## src/rtl/logic_gate_unit_pkg.sv

```systemverilog
// Shared types for logic_gate_unit: op encoding and widths.
package logic_gate_unit_pkg;

  localparam int unsigned GATE_OP_W = 2;

  // Result selector carried alongside the operands.
  typedef enum logic [GATE_OP_W-1:0] {
    GATE_AND   = 2'd0,
    GATE_NAND  = 2'd1,
    GATE_NOT_A = 2'd2,
    GATE_NOT_B = 2'd3
  } gate_op_e;

endpackage : logic_gate_unit_pkg

```

## src/rtl/logic_gate_unit_gate_cell.sv

```systemverilog
// gate_cell: single-bit AND/NAND/NOT_A/NOT_B with a 4:1 result select.
// Purely combinational; all registering happens in logic_gate_unit.
module gate_cell
  import logic_gate_unit_pkg::*;
(
  input  logic     i_a,
  input  logic     i_b,
  input  gate_op_e i_op,
  output logic     o_and_c,
  output logic     o_nand_c,
  output logic     o_not_a_c,
  output logic     o_not_b_c,
  output logic     o_sel_c
);

  logic w_and;

  assign w_and     = i_a & i_b;
  assign o_and_c   = w_and;
  assign o_nand_c  = ~w_and;
  assign o_not_a_c = ~i_a;
  assign o_not_b_c = ~i_b;

  // Pick the result named by the op sampled with this bit's operands.
  always_comb begin
    o_sel_c = w_and;
    case (i_op)
      GATE_AND:   o_sel_c = w_and;
      GATE_NAND:  o_sel_c = ~w_and;
      GATE_NOT_A: o_sel_c = ~i_a;
      GATE_NOT_B: o_sel_c = ~i_b;
      default:    o_sel_c = w_and;
    endcase
  end

endmodule : gate_cell

```

## src/rtl/logic_gate_unit.sv

```systemverilog
// logic_gate_unit: registered bitwise AND/NAND/NOT_A/NOT_B on WIDTH-bit
// operands with a selected-result bus, one-cycle latency.
// Optional zero/all-ones flags on the selected result: LOGIC_GATE_UNIT_FLAGS_EN.
module logic_gate_unit
  import logic_gate_unit_pkg::*;
#(
  parameter int unsigned WIDTH = 1
) (
  input  logic             clk,
  input  logic             rst_n,
  input  logic             in_valid,
  input  logic [WIDTH-1:0] a,
  input  logic [WIDTH-1:0] b,
  input  gate_op_e         op,
  output logic             out_valid,
  output logic [WIDTH-1:0] and_q,
  output logic [WIDTH-1:0] nand_q,
  output logic [WIDTH-1:0] not_a_q,
  output logic [WIDTH-1:0] not_b_q,
  output logic [WIDTH-1:0] sel_q
`ifdef LOGIC_GATE_UNIT_FLAGS_EN
  ,
  output logic             zero_q,
  output logic             ones_q
`endif
);

  logic [WIDTH-1:0] w_and;
  logic [WIDTH-1:0] w_nand;
  logic [WIDTH-1:0] w_not_a;
  logic [WIDTH-1:0] w_not_b;
  logic [WIDTH-1:0] w_sel;

  logic             r_valid;
  logic [WIDTH-1:0] r_and;
  logic [WIDTH-1:0] r_nand;
  logic [WIDTH-1:0] r_not_a;
  logic [WIDTH-1:0] r_not_b;
  logic [WIDTH-1:0] r_sel;

  // One independent gate cell per bit; no carries between bits.
  for (genvar g = 0; g < int'(WIDTH); g++) begin : g_cell
    gate_cell u_cell (
      .i_a       (a[g]),
      .i_b       (b[g]),
      .i_op      (op),
      .o_and_c   (w_and[g]),
      .o_nand_c  (w_nand[g]),
      .o_not_a_c (w_not_a[g]),
      .o_not_b_c (w_not_b[g]),
      .o_sel_c   (w_sel[g])
    );
  end

  // Result registers load only on valid input; reset clears everything.
  always_ff @(posedge clk) begin
    if (!rst_n) begin
      r_valid <= 1'b0;
      r_and   <= '0;
      r_nand  <= '0;
      r_not_a <= '0;
      r_not_b <= '0;
      r_sel   <= '0;
    end else begin
      r_valid <= in_valid;
      if (in_valid) begin
        r_and   <= w_and;
        r_nand  <= w_nand;
        r_not_a <= w_not_a;
        r_not_b <= w_not_b;
        r_sel   <= w_sel;
      end
    end
  end

  assign out_valid = r_valid;
  assign and_q     = r_and;
  assign nand_q    = r_nand;
  assign not_a_q   = r_not_a;
  assign not_b_q   = r_not_b;
  assign sel_q     = r_sel;

`ifdef LOGIC_GATE_UNIT_FLAGS_EN
  logic w_zero;
  logic w_ones;
  logic r_zero;
  logic r_ones;

  assign w_zero = ~|w_sel;
  assign w_ones = &w_sel;

  // Flags track sel_q: same load enable and reset value.
  always_ff @(posedge clk) begin
    if (!rst_n) begin
      r_zero <= 1'b0;
      r_ones <= 1'b0;
    end else if (in_valid) begin
      r_zero <= w_zero;
      r_ones <= w_ones;
    end
  end

  assign zero_q = r_zero;
  assign ones_q = r_ones;
`endif

endmodule : logic_gate_unit

```

## config.mk

```make
export PLATFORM = sky130hd
export DESIGN_NAME = logic_gate_unit
export DESIGN_NICKNAME = d
export VERILOG_FILES = /design/src/rtl/logic_gate_unit_pkg.sv /design/src/rtl/logic_gate_unit_gate_cell.sv /design/src/rtl/logic_gate_unit.sv
export SDC_FILE = /design/constraint.sdc
export NUM_CORES = 1
export LEC_CHECK = 0
export ABC_AREA = 1
export CAP_MARGIN = 20
export CORE_AREA = 2 2 39 41
export DETAILED_ROUTE_END_ITERATION = 7
export DIE_AREA = 0 0 41 43
export DONT_BUFFER_PORTS = 1
export GPL_TIMING_DRIVEN = 0
export HOLD_SLACK_MARGIN = 0.08
export PLACE_DENSITY = 0.42
export SYNTH_ARGS = -nofsm -noshare
export SYNTH_HDL_FRONTEND = slang
export SYNTH_SLANG_ARGS = --single-unit
export TNS_END_PERCENT = 1
```

## constraint.sdc

```tcl
create_clock -name clk -period 0.8 [get_ports clk]
set_input_delay 0.12 -clock clk [delete_from_list [all_inputs] [get_ports clk]]
set_output_delay 0.12 -clock clk [all_outputs]
set_load 0.05 [all_outputs]
```

# Yosys cells after proc, flatten, opt, wreduce, memory -nomap -nowiden
# Cells that the tools add are included.
# word_totals
ff_bits	6
input_bits	7
out_inout_bits	6
wordCells	15
# classes
eq_ne	3
mux	1
bitwise_logic	4
n_reduce_logical	1
# op_table
op	count
2-bit == test, second input constant	2
1-bit one-hot mux with 4 select lines	1
1-bit NOT	3
2-bit by 1-bit == test with 1-bit output, second input constant	1
2-bit zero test	1
1-bit bitwise AND	1

# Longest topological paths before layout
# logic_depth
word_depth	3
depth_mapped	6
ltp_nobuf	6

# Cells and area by module
# From an unflattened synthesis, not the netlist that was laid out.
# unflattened
cells_unflattened	47
area_unflattened_um2	299.0
# by_module_without_submodules
module	instances	cells_per_inst	area_per_inst_um2	seq_area_each_um2
logic_gate_unit	1	34	245.2	120.1
gate_cell	1	13	53.8	0.0

# Worst setup path before layout
# OpenSTA, ideal clock, no wires.
# synth_timing
kind	register to register
startpoint	reg, netlist name not_a_q
endpoint	reg r_not_a (netlist: not_a_q)
setup_ns	0.058
arrival_time_ns	0.868
required_ns	0.742
path_slack_ns	-0.126
path_stages_with_launch	4
path_buffers	0
period_less_slack_ns	0.926
cell_sequence	dfxtp_1 inv_1 nor2_1 o21a_1
# synth_lines
element	line_no	text
end signal: assignment	logic_gate_unit.sv:69	r_not_a <= w_not_a;
end: declaration	logic_gate_unit.sv:37	logic [WIDTH-1:0] r_not_a;

# Worst setup path after layout
# layout_timing
startpoint	reg r_sel (netlist: sel_q)
endpoint	out sel_q
# layout_lines
element	line_no	text
start: declaration	logic_gate_unit.sv:39	logic [WIDTH-1:0] r_sel;
start signal: assignment	logic_gate_unit.sv:71	r_sel <= w_sel;
end: declaration	logic_gate_unit.sv:20	output logic [WIDTH-1:0] sel_q
# No word-level cell between the ends.

==> metrics.txt <==
status complete, but fails checks; violated checks negative hold slack; fraction of layout cells with a size suffix above 1 between 20 and 30%; WL final roughly 530 um; Leak Pwr 0.155 nW; clock sinks 6; DR iter-0 viols 1; RSZ-0062 raised after global routing yes; routed wl met3 53 um; skew final 0 ps; min-delay worst type in -> reg; Syn Inst Count 33; Final Hold Fails 2; max_slew headroom between 80% and 90%; clock edge transition at the registers on the reported setup and hold paths about 40 ps; fmax ~1.3 GHz; pwr dens between 2000 and 2500 nW/um^2; syn avg cell area around 7.2 sq um; Final #Nets 47; post-route clock period utilization between 90% and 100%; detailed-route wire length per cell approximately 10 um; metal2 WL about 250 um; largest net degree at the start of global routing 9; post-synthesis sequential area ratio about half; Post-DRT Antenna Nets 0; CP endpoint kind output port; Required @ worst endpoint around 680 ps; Top Metal Used met3; GRT Residual Overflow 0; endpoints failing setup 0; chip height approximately 43 um; flops & latches, synth 6; FILL cells 160; multi-input combinational cell area roughly 100 sq um; max cap viols 0; metal1 wirelength 223 um; fin util roughly a quarter; final hold slack -39.4 ps; WS Path Type reg -> out; Final Slew Violations 0; Clock Tree Buf Depth 2; setup bufs post-CTS 0; crit start category register; # IOs 13; total power around 0.71 mW; number of antenna violations at the first check in global routing 0; synth-to-layout area growth 36.6%; via count between 200 and 250; post-synthesis cell area 239 sq um; TritonCTS clock tree done; crit path time final about 790 ps; DIE WIDTH between 40 and 50 um; H-Tree Depth 1; worst path arrival time between 600 and 700 ps; vias in the first global route 227; Post-Syn Nets 40; Tot GR Track Use between 7 and 8%; Cell Area, Placed around 260 sq um; n_diodes 0; initial core utilization between 15 and 20%; first drt pass iteration count 2; most used cells in the layout excluding fill and tap cells nand2_1 (10), dfxtp_4 (6), inv_1 (4); yosys warns 0; most common cell after layout, fill and taps aside nand2_1; worst slew pin tran ~180 ps; Num CTS Buffers 3; clk_lat worst skew between 200 and 250 ps; routability cong. approximately 0.67; Crit Path Max Fanout 2; Hold Buf Count CTS 2; vias per std cell between 4 and 5; standard-cell rows 14; I/O Buffers 0; Final Cell Area 327 sq um; Reg area around 140 sq um; Core Area about 1400 sq um; Fin Setup TNS 0 ps; Root Driver clkbuf_4; die area 1760 sq um; Yosys cell types 11; VDD IR max roughly 470 uV; DRC Markers 0; global-route wire length before repair between 800 and 900 um
==> synth_stat cells <==
cell	number	area, sq um
o21a_1	1	7.51
nor2_2	1	6.26
a21boi_0	1	7.51
o21ai_0	3	15.0
a21oi_1	2	10.0
inv_1	4	15.0
nand2_1	10	37.5
dfxtp_1	6	120
nand3_1	1	5.00
nor2_1	3	11.3
inv_2	1	3.75
==> metrics by stage <==
stage / instances / worst slack, ps
detailed placement: 49 / -162
global placement: 49 / -149
global route: 54 / -24.4
finish: 54 / 8.29
floorplan: 33 / -114
CTS: 54 / -4.92
==> where the power goes <==
group	switching, mW	total [mW]	internal [mW]
combinational	0.0254	0.0506	0.0252
clock	0.0988	0.268	0.169
sequential	0.0792	0.395	0.316
==> area by class of cell <==
cell class | count | area share, %
sequential | 6 | 43.7
multi-input combinational | 22 | 30.7
clock buffer | 3 | 6.90
timing repair buffer | 2 | 6.90
tap | 16 | 6.13
inverter | 5 | 5.75
==> cells by family after synthesis <==
| logic type | Yosys count | share of synthesized area (%) |
|---|---|---|
| compound gates | 7 | 16.8 |
| buf+inv | 5 | 7.85 |
| flops | 6 | 50.3 |
| simple gates | 15 | 25.1 |
==> routing by layer <==
layer  vias to the layer above  GRT usage (%)
met3                         0           3.14
li1                        117              -
met5                         -              0
met1                        98           9.97
met2                         7           9.06
met4                         0           8.00
==> final timing paths <==
path / startpoint / to / slack, ps / cells past startpoint
worst max-delay path: sel_q / sel_q / 8 / 0
worst min-delay path: in_valid / not_b_q / -40 / 1
worst max register to register: not_a_q / not_a_q / 50 / 3
worst min register to register: nand_q / nand_q / 570 / 2
==> state kept, by name (all words and copies together) (netlist names) <==
register and cells:
and_q 1, sel_q 1, out_valid 1, not_b_q 1, nand_q 1, not_a_q 1
==> timing repair <==
action | CTS | global route
hold endpoints to repair | 6 | 3
resized for setup | 11 | 1
endpoints found under the setup margin | 11 | 9
No activity file was read; power rests on OpenSTA's default activity.
